File: src/rtl/cryptoram_arb_pkg.sv
// Shared types for the crypto RAM arbiter: clear-sequencer states,
// read-return tag layout and the owner encoding of the two masters.
package cryptoram_arb_pkg;

    // Clear sequencer states; IDLE is the all-zero encoding.
    typedef enum logic [2:0] {
        ST_IDLE   = 3'd0,
        ST_DRAIN  = 3'd1,
        ST_KICK   = 3'd2,
        ST_WAITHI = 3'd3,
        ST_WAITLO = 3'd4
    } clr_state_e;

    // One entry of the read-return pipe.
    typedef struct packed {
        logic vld;
        logic own;
    } rtag_t;

    localparam logic OWN_A = 1'b0;
    localparam logic OWN_B = 1'b1;

endpackage

File: src/rtl/cryptoram_arb_if.sv
// Master-side port bundle of the crypto RAM arbiter.
//
// Handshake: the master raises req with addr/rd/wr/wdat and holds all of
// them stable until it sees gnt=1 in the same cycle; gnt is a one-cycle
// acceptance. Read data comes back as a single-cycle rvalid pulse with
// rdat/rerr and cannot be back-pressured. rdat is zero whenever rvalid=0.
interface cryptoram_arb_if #(
    parameter int AW = 10,
    parameter int DW = 32
) ();
    logic            req;
    logic [AW-1:0]   addr;
    logic            rd;
    logic [DW/8-1:0] wr;
    logic [DW-1:0]   wdat;
    logic            gnt;
    logic            rvalid;
    logic [DW-1:0]   rdat;
    logic            rerr;

    modport master (
        output req, addr, rd, wr, wdat,
        input  gnt, rvalid, rdat, rerr
    );

    modport slave (
        input  req, addr, rd, wr, wdat,
        output gnt, rvalid, rdat, rerr
    );
endinterface

File: src/rtl/cryptoram_rtag.sv
// Read-return tag pipe: a DEPTH-deep shift register of {vld, own} that
// lines up with the RAM read latency, plus an empty flag for clear drain.
module cryptoram_rtag
    import cryptoram_arb_pkg::*;
#(
    parameter int DEPTH = 1
) (
    input  logic  clk,
    input  logic  reset,
    input  rtag_t tag_in,
    output rtag_t tag_out,
    output logic  empty
);

    rtag_t stage_q [DEPTH];
    rtag_t stage_d [DEPTH];

    // Next-stage values: new tag enters at the head, everything shifts by one.
    always_comb begin
        stage_d[0] = tag_in;
        for (int i = 1; i < DEPTH; i++) begin
            stage_d[i] = stage_q[i-1];
        end
    end

    // Pipe registers, cleared by reset so no stale return survives it.
    always_ff @(posedge clk) begin
        for (int i = 0; i < DEPTH; i++) begin
            if (reset) begin
                stage_q[i] <= '0;
            end else begin
                stage_q[i] <= stage_d[i];
            end
        end
    end

    // Empty when no stage holds an outstanding read.
    always_comb begin
        empty = 1'b1;
        for (int i = 0; i < DEPTH; i++) begin
            if (stage_q[i].vld) begin
                empty = 1'b0;
            end
        end
    end

    assign tag_out = stage_q[DEPTH-1];

endmodule

File: src/rtl/cryptoram_arb.sv
// Two-master round-robin arbiter and clear sequencer in front of the
// crypto RAM wrapper. Port A is the SCE datapath, port B the AHB/DMA side.
module cryptoram_arb
    import cryptoram_arb_pkg::*;
#(
    parameter int AW    = 10,
    parameter int DW    = 32,
    parameter int RDLAT = 1
) (
    input  logic            clk,
    input  logic            reset,
    cryptoram_arb_if.slave  a_if,
    cryptoram_arb_if.slave  b_if,
    input  logic            clr_req,
    output logic            clr_busy,
    output logic            clr_done,
    output logic            ramclr,
    output logic [AW-1:0]   ramaddr,
    output logic            ramen,
    output logic            ramrd,
    output logic [DW/8-1:0] ramwr,
    output logic [DW-1:0]   ramwdat,
    input  logic [DW-1:0]   ramrdat,
    input  logic            ramready,
    input  logic [1:0]      ramerror,
    input  logic            ramclren,
    output clr_state_e      dbg_state
);

    clr_state_e state_q, state_d;
    logic       last_q, last_d;
    logic       grant_ok, gnt_a, gnt_b, win;
    rtag_t      tag_in, tag_out;
    logic       pipe_empty;

    // Round-robin pick; a clear request in the same cycle takes priority
    // over any port, and an externally running clear stalls everyone.
    always_comb begin
        grant_ok = !reset && (state_q == ST_IDLE) && ramready && !ramclren && !clr_req;
        gnt_a    = grant_ok && a_if.req && (!b_if.req || (last_q == OWN_B));
        gnt_b    = grant_ok && b_if.req && !gnt_a;
        win      = gnt_b ? OWN_B : OWN_A;
        last_d   = (gnt_a || gnt_b) ? win : last_q;
    end

    // Drive the winner onto the RAM port; writes never also issue a read.
    always_comb begin
        ramen   = 1'b0;
        ramrd   = 1'b0;
        ramaddr = '0;
        ramwr   = '0;
        ramwdat = '0;
        if (gnt_a) begin
            ramen   = 1'b1;
            ramaddr = a_if.addr;
            ramwr   = a_if.wr;
            ramwdat = a_if.wdat;
            ramrd   = a_if.rd && (a_if.wr == '0);
        end else if (gnt_b) begin
            ramen   = 1'b1;
            ramaddr = b_if.addr;
            ramwr   = b_if.wr;
            ramwdat = b_if.wdat;
            ramrd   = b_if.rd && (b_if.wr == '0);
        end
    end

    assign tag_in.vld = ramrd;
    assign tag_in.own = win;

    cryptoram_rtag #(.DEPTH(RDLAT)) u_rtag (
        .clk     (clk),
        .reset   (reset),
        .tag_in  (tag_in),
        .tag_out (tag_out),
        .empty   (pipe_empty)
    );

    // Clear sequencer: drain outstanding reads, kick the wrapper, then
    // follow its clear-enable high and back low.
    always_comb begin
        state_d = state_q;
        unique case (state_q)
            ST_IDLE:   if (clr_req)    state_d = ST_DRAIN;
            ST_DRAIN:  if (pipe_empty) state_d = ST_KICK;
            ST_KICK:                   state_d = ST_WAITHI;
            ST_WAITHI: if (ramclren)   state_d = ST_WAITLO;
            ST_WAITLO: if (!ramclren)  state_d = ST_IDLE;
            default:                   state_d = ST_IDLE;
        endcase
    end

    // State and round-robin pointer; after reset B counts as last granted.
    always_ff @(posedge clk) begin
        if (reset) begin
            state_q <= ST_IDLE;
            last_q  <= OWN_B;
        end else begin
            state_q <= state_d;
            last_q  <= last_d;
        end
    end

    assign clr_busy  = (state_q != ST_IDLE);
    assign ramclr    = (state_q == ST_KICK);
    assign clr_done  = (state_q == ST_WAITLO) && !ramclren;
    assign dbg_state = state_q;

    assign a_if.gnt    = gnt_a;
    assign a_if.rvalid = tag_out.vld && (tag_out.own == OWN_A);
    assign a_if.rdat   = a_if.rvalid ? ramrdat : '0;
    assign a_if.rerr   = a_if.rvalid && (ramerror != 2'b00);

    assign b_if.gnt    = gnt_b;
    assign b_if.rvalid = tag_out.vld && (tag_out.own == OWN_B);
    assign b_if.rdat   = b_if.rvalid ? ramrdat : '0;
    assign b_if.rerr   = b_if.rvalid && (ramerror != 2'b00);

endmodule

File: src/flat_wrapper.sv
// flat-port wrapper written by rule: the top's interface ports become plain ports
module cryptoram_arb_flat import cryptoram_arb_pkg::*;
#(
    parameter int AW    = 10,
    parameter int DW    = 32,
    parameter int RDLAT = 1
)
  (clk, reset, clr_req, clr_busy, clr_done, ramclr, ramaddr, ramen, ramrd, ramwr, ramwdat, ramrdat, ramready, ramerror, ramclren, dbg_state, a_if_req, a_if_addr, a_if_rd, a_if_wr, a_if_wdat, a_if_gnt, a_if_rvalid, a_if_rdat, a_if_rerr, b_if_req, b_if_addr, b_if_rd, b_if_wr, b_if_wdat, b_if_gnt, b_if_rvalid, b_if_rdat, b_if_rerr);
  cryptoram_arb_if #(.AW(AW), .DW(DW)) a_if_i ();
  cryptoram_arb_if #(.AW(AW), .DW(DW)) b_if_i ();
  input  logic clk;
  input  logic reset;
  input  logic clr_req;
  output logic clr_busy;
  output logic clr_done;
  output logic ramclr;
  output logic [AW-1:0] ramaddr;
  output logic ramen;
  output logic ramrd;
  output logic [DW/8-1:0] ramwr;
  output logic [DW-1:0] ramwdat;
  input  logic [DW-1:0] ramrdat;
  input  logic ramready;
  input  logic [1:0] ramerror;
  input  logic ramclren;
  output clr_state_e dbg_state;
  input wire logic [$bits(a_if_i.req)-1:0] a_if_req;
  input wire logic [$bits(a_if_i.addr)-1:0] a_if_addr;
  input wire logic [$bits(a_if_i.rd)-1:0] a_if_rd;
  input wire logic [$bits(a_if_i.wr)-1:0] a_if_wr;
  input wire logic [$bits(a_if_i.wdat)-1:0] a_if_wdat;
  output wire logic [$bits(a_if_i.gnt)-1:0] a_if_gnt;
  output wire logic [$bits(a_if_i.rvalid)-1:0] a_if_rvalid;
  output wire logic [$bits(a_if_i.rdat)-1:0] a_if_rdat;
  output wire logic [$bits(a_if_i.rerr)-1:0] a_if_rerr;
  input wire logic [$bits(b_if_i.req)-1:0] b_if_req;
  input wire logic [$bits(b_if_i.addr)-1:0] b_if_addr;
  input wire logic [$bits(b_if_i.rd)-1:0] b_if_rd;
  input wire logic [$bits(b_if_i.wr)-1:0] b_if_wr;
  input wire logic [$bits(b_if_i.wdat)-1:0] b_if_wdat;
  output wire logic [$bits(b_if_i.gnt)-1:0] b_if_gnt;
  output wire logic [$bits(b_if_i.rvalid)-1:0] b_if_rvalid;
  output wire logic [$bits(b_if_i.rdat)-1:0] b_if_rdat;
  output wire logic [$bits(b_if_i.rerr)-1:0] b_if_rerr;
  assign a_if_i.req = a_if_req;
  assign a_if_i.addr = a_if_addr;
  assign a_if_i.rd = a_if_rd;
  assign a_if_i.wr = a_if_wr;
  assign a_if_i.wdat = a_if_wdat;
  assign a_if_gnt = a_if_i.gnt;
  assign a_if_rvalid = a_if_i.rvalid;
  assign a_if_rdat = a_if_i.rdat;
  assign a_if_rerr = a_if_i.rerr;
  assign b_if_i.req = b_if_req;
  assign b_if_i.addr = b_if_addr;
  assign b_if_i.rd = b_if_rd;
  assign b_if_i.wr = b_if_wr;
  assign b_if_i.wdat = b_if_wdat;
  assign b_if_gnt = b_if_i.gnt;
  assign b_if_rvalid = b_if_i.rvalid;
  assign b_if_rdat = b_if_i.rdat;
  assign b_if_rerr = b_if_i.rerr;
  cryptoram_arb #(.AW(AW), .DW(DW), .RDLAT(RDLAT)) u_core (.clk(clk), .reset(reset), .a_if(a_if_i), .b_if(b_if_i), .clr_req(clr_req), .clr_busy(clr_busy), .clr_done(clr_done), .ramclr(ramclr), .ramaddr(ramaddr), .ramen(ramen), .ramrd(ramrd), .ramwr(ramwr), .ramwdat(ramwdat), .ramrdat(ramrdat), .ramready(ramready), .ramerror(ramerror), .ramclren(ramclren), .dbg_state(dbg_state));
endmodule
File: config.mk
export PLATFORM = sky130hd
export DESIGN_NAME = cryptoram_arb_flat
export DESIGN_NICKNAME = d
export VERILOG_FILES = /design/src/rtl/cryptoram_arb_pkg.sv /design/src/rtl/cryptoram_arb_if.sv /design/src/rtl/cryptoram_rtag.sv /design/src/rtl/cryptoram_arb.sv /design/src/flat_wrapper.sv
export SDC_FILE = /design/constraint.sdc
export NUM_CORES = 1
export LEC_CHECK = 0
export BUFFER_PORTS_ARGS = -buffer_cell sky130_fd_sc_hd__buf_2
export CORE_AREA = 2 2 102 104
export DETAILED_ROUTE_END_ITERATION = 8
export DIE_AREA = 0 0 104 106
export GPL_ROUTABILITY_DRIVEN = 1
export PLACE_DENSITY = 0.66
export SLEW_MARGIN = 20
export SYNTH_ARGS = -nofsm -noshare
export SYNTH_HDL_FRONTEND = slang
export SYNTH_SLANG_ARGS = --single-unit
File: constraint.sdc
create_clock -name clk -period 2.2 [get_ports clk]
set_input_delay 0.33 -clock clk [delete_from_list [all_inputs] [get_ports clk]]
set_output_delay 0.33 -clock clk [all_outputs]
set_load 0.01 [all_outputs]
* Yosys cells after proc, flatten, opt, wreduce, memory -nomap -nowiden
Memories as Yosys holds them, arrays and structs flattened. Index checks and enable logic that the tools add are counted.
Word-level totals: bits in registers 4, memory bits (writable) 2, bits of input ports 135, output and inout bits 124, logic and storage cells 63, memories 1
Memories:
- u_core.u_rtag.stage_q | words 1, bits a word 2, read ports 1, clocked after Yosys merged registers in 0, write ports 1, RTL line cryptoram_rtag.sv:15 | rtag_t stage_q [DEPTH];
Operators by class: equality and inequality tests 8, mux-type cells 22, bitwise logic cells 1, reduce and logical (&&, ||, !) cells 29
Operators with widths (count):
- 32-bit two-way mux | 4
- 10-bit two-way mux | 2
- 1-bit logical AND | 15
- 3-bit case mux with 5 select lines | 1
- 3-bit two-way mux | 4
- 4-bit logical NOT | 2
- 1-bit two-way mux | 8
- 4-bit two-way mux | 2
- 2-bit != test (second input constant) | 4
- 3-bit by 2-bit equality test with 1-bit output (second input constant) | 2
- 1-bit logical NOT | 5
- 4-bit AND reduction | 1
- 3-bit by 1-bit equality test with 1-bit output (second input constant) | 1
- 3-bit equality test (second input constant) | 1
- 3-bit logical NOT | 1
- 3-bit nonzero test | 1
- 1-bit logical OR | 2
- 2-bit two-way mux | 1
- 2-bit nonzero test | 1
- 2-bit OR reduction | 1
- 1-bit inverter | 1

* Logic depth before layout (Yosys ltp)
depth after elaboration 12, mapped depth 6, gate-level depth less buffers 3

* Hierarchy
Synthesis repeated with hierarchy kept, for this count alone.
Unflattened totals: cell total of the unflattened synthesis 297, area, all modules 1860.5 µm²
By module, submodules not included:
- cryptoram_arb | times used 1, cells each 292, area an instance 1804.2 µm², sequential area each 80.1 µm²
- cryptoram_rtag | times used 1, cells each 5, area an instance 56.3 µm², sequential area each 40.0 µm²

* Worst setup path after synthesis
No wires, ideal clock.
path type reg-to-output, start register u_core.state_q[0], in the netlist u_core.dbg_state[0], end output port ramaddr[3], data arrival time 1.901 ns, data required time 1.870 ns, slack -0.031 ns, stages on the path, launching flop included 7, path buffers 3, path through dfxtp_1 buf_6 or4b_4 or4_4 buf_6 buf_8 a21oi_1
Between the ends: word-level cells in the longest chain between the ends 11, elaborated cells between the ends (all ways) 12, classes of those cells mux (2); reduce/logical (10)
RTL lines:
- start, declared | RTL line cryptoram_arb.sv:30 | clr_state_e state_q, state_d;
- start signal, assigned | RTL line cryptoram_arb.sv:99 | state_q <= state_d;
- 3-bit logical NOT * | RTL line cryptoram_arb.sv:39 | grant_ok = !reset && (state_q == ST_IDLE) && ramready && !ramclren && !clr_req;
- 1-bit logical AND * (4 in a row) | RTL line cryptoram_arb.sv:39
- 1-bit logical AND (2 in a row) | RTL line cryptoram_arb.sv:40 | gnt_a = grant_ok && a_if.req && (!b_if.req || (last_q == OWN_B));
- 1-bit logical NOT | RTL line cryptoram_arb.sv:41 | gnt_b = grant_ok && b_if.req && !gnt_a;
- 1-bit logical AND | RTL line cryptoram_arb.sv:41
- 10-bit two-way mux | RTL line cryptoram_arb.sv:59 | end else if (gnt_b) begin
- 10-bit two-way mux * | RTL line cryptoram_arb.sv:53 | if (gnt_a) begin
- end, declared | RTL line flat_wrapper.sv:17 | output logic [AW-1:0] ramaddr;
Mark *: on every way between the ends. The rest lies on a longest branch, timed or not.

* Worst setup path in the final report
start register u_core.state_q[0], in the netlist u_core.dbg_state[0], end output port a_if_gnt
Between the ends: word-level cells in the longest chain between the ends 7
RTL lines:
- 3-bit logical NOT | RTL line cryptoram_arb.sv:39
- 1-bit logical AND (4 in a row) | RTL line cryptoram_arb.sv:39
- 1-bit logical AND (2 in a row) | RTL line cryptoram_arb.sv:40
- end, declared | RTL line flat_wrapper.sv:32 | output wire logic [$bits(a_if_i.gnt)-1:0] a_if_gnt;
Every way passes these cells.

==> reports/metrics.csv <==
metric,value,unit
outcome,"finished, violations left",
failing checks,negative setup slack,
"commonest non-fill, non-tap cells in the layout","buf_2, nand2_1, a21o_1, nand3_1, and2_1",
Synth area leader,a21o_1,
H-tree lvl count,1,
dpl hpwl,7280,um
DRC errors left,0,
post-route design area,3600,um2
HP Class,in2reg,
Crit Path Class,reg2out,
drt pass-1 iters,7,
Via Count,3227,
Tmin final,2.38,ns
clock sink count,6,
die area,11000,um2
hold_sp,reset,
Top Ports,259,
pre-CTS worst setup slack,-0.0351,ns
fmax,0.420,GHz
Clock Tree Root,clkbuf_8,
number of antenna diodes,0,
vias in the first global route,2975,
Routed Antenna Nets,0,
RSZ-0062 raised after global routing,true,
Congestion Overflow GR,0,
"Req. time, crit path",1.87,ns
hold_ws,0.347,ns
WL/cell,12.7,um
Worst Hold End,u_core.dbg_state[0],
distinct cell type count of the synthesized netlist,33,
post-synthesis cell count,335,
worst-margin pin slew,0.403,ns
fin util,0.360,
R2R Path Start,u_core.dbg_state[0],
final period utilization,1.08,
Mapped Nets,470,
reg-to-reg endpoint,u_core.u_rtag.stage_q[0][0],
worst-path fanout max,5,
CP startpoint,u_core.dbg_state[0],
worst hold path depth,2,
TritonCTS buffer count,3,
ys async rst share,0,
"top cells by area, synth","a21o_1, nand3_1, a21oi_1, and2_1, and3_1",
clk_lat worst skew,0.22,ns
largest net degree at the start of global routing,68,
clock skew,0.00569,ns
fillers,1113,
"commonest non-fill, non-tap cell in the layout",buf_2,
P_int,426,uW
post-synthesis cell area,1980,um2
peak supply drop,0.116,mV
CTS tree,built,
area share of the leading cell type in the synthesized netlist,0.178,
"Slew Viols, Final",0,
antenna violations before repair,0,
"EDFF count, synth",0,
Layout Area Growth over Synthesis,81.5,%
sequential share of the synthesized area,0.0605,
leak pwr,2.19,nW
PwrDens,187,nW/um2
share of power burned in registers,0.177,
endpoint class of the critical path,output pin,
#FFs+latches synth,6,
core footprint,10000,um2
CTS Hold Bufs,0,
YS warnings,0,
post-route setup slack,-0.181,ns
reg2reg setup slack,0.25,ns
worst rel slew slack,0.729,
dominant synthesized flop cell,dfxtp_1,
sw power,248,uW
Tot GR Track Use,0.147,
max_cap viols,0,
switching share of power,0.368,
"CTS clk-pin slew, worst paths",0.04,ns
row count,37,
Sequential Area,120,um2
number of port buffers,258,
gp weighted congestion,0.736,
DR iter-0 viols,161,
Clk network pwr share,0.245,
die width,104,um
syn avg cell area,5.92,um2
initial core utilization,0.198,
final wirelength,9000,um
Worst R2R Path Depth,5,
vias per cell,4.55,
Hold Fails Final Rpt,0,
share of post-route cells with drive strength above 1,0.545,
setup violators final,50,
die height,106,um
first-pass GRT wire length,13800,um
dpl cell area,3440,um2
CP startpoint kind,register,
multi-input logic area,1740,um2
Comb power frac,0.578,
Max Root-Sink Buffers,2,
Worst Path Arrival,2.05,ns
nets,711,
final cells by class:
type | count | area share
multi-input combinational | 284 | 0.482
tap | 136 | 0.0473
timing repair buffer | 280 | 0.425
clock buffer | 3 | 0.0115
inverter | 1 | 0.00104
sequential | 6 | 0.0334
per-stage QoR:
| stage | std cells | power, mW | TNS, ns |
|---|---|---|---|
| floorplan | 335 | 0.307 | -1.18 |
| global placement | 703 | 0.496 | -0.745 |
| detailed placement | 703 | 0.498 | -0.845 |
| CTS | 709 | 0.675 | -7.41 |
| global route | 710 | 0.729 | -9.89 |
| finish | 710 | 0.674 | -7.12 |
cell families after synthesis:
group           share of synthesized area
compound gates                      0.335
buf+inv                             0.113
flops                              0.0605
simple gates                        0.491
sequential cells by signal, indices dropped and copies added, names as in the netlist:
signal and flops:
u_core.dbg_state 3, u_core.last_q 1, u_core.u_rtag.stage_q 2
how the worst max path moves through the flow:
| stage | to | slack (ns) | depth (start not counted) |
|---|---|---|---|
| after floorplan | ramaddr[3] | -0.03 | 6 |
| after global placement | ramrd | -0.07 | 5 |
| after detailed placement | ramrd | -0.04 | 5 |
| after CTS | ramwdat[6] | -0.17 | 5 |
| after global routing | ramwdat[6] | -0.24 | 5 |
| final | a_if_gnt | -0.18 | 6 |
critical path, stage by stage, from the launching register on:
cell and delay, ns:
dfxtp_1 0.30, or4b_4 0.53, or4_4 0.50, buf_4 0.17
buf_6 0.10, nor2_2 0.09, buf_2 0.13
synthesized netlist by cell type, types with 2 or more instances:
| library cell | n |
|---|---|
| a21o_1 | 47 |
| a21oi_1 | 44 |
| a21oi_2 | 4 |
| and2_1 | 33 |
| and3_1 | 32 |
| buf_1 | 6 |
| buf_6 | 6 |
| clkbuf_1 | 31 |
| dfxtp_1 | 6 |
| nand2_1 | 48 |
| nand2b_1 | 2 |
| nand3_1 | 46 |
| nor2_1 | 4 |
| nor3_1 | 3 |
| nor3b_1 | 3 |
| nor4_1 | 2 |
| o21a_1 | 2 |
per-layer routing:
metal,wire length [um],part of all wire,vias up,GRT usage
met2,4680,0.52,171,0.295
met3,710,0.079,12,0.0196
met4,201,0.022,0,0.0473
met1,3410,0.38,1390,0.156
met5,0,0,-,0
li1,-,-,1654,-
power by group through the flow:
stage	combinational [mW]	clock (mW)	sequential, mW
3_5_place_dp	0.377	0	0.121
2_1_floorplan	0.183	0	0.124
3_3_place_gp	0.375	0	0.121
5_1_grt	0.433	0.176	0.120
6_report	0.390	0.165	0.119
4_1_cts	0.387	0.169	0.119
what timing repair did:
action,CTS,global route
gates resized for setup,15,6
setup buffers,3,1
gates cloned,0,0
endpoints found under the setup margin,50,50
(Power assumes the default switching activity.)
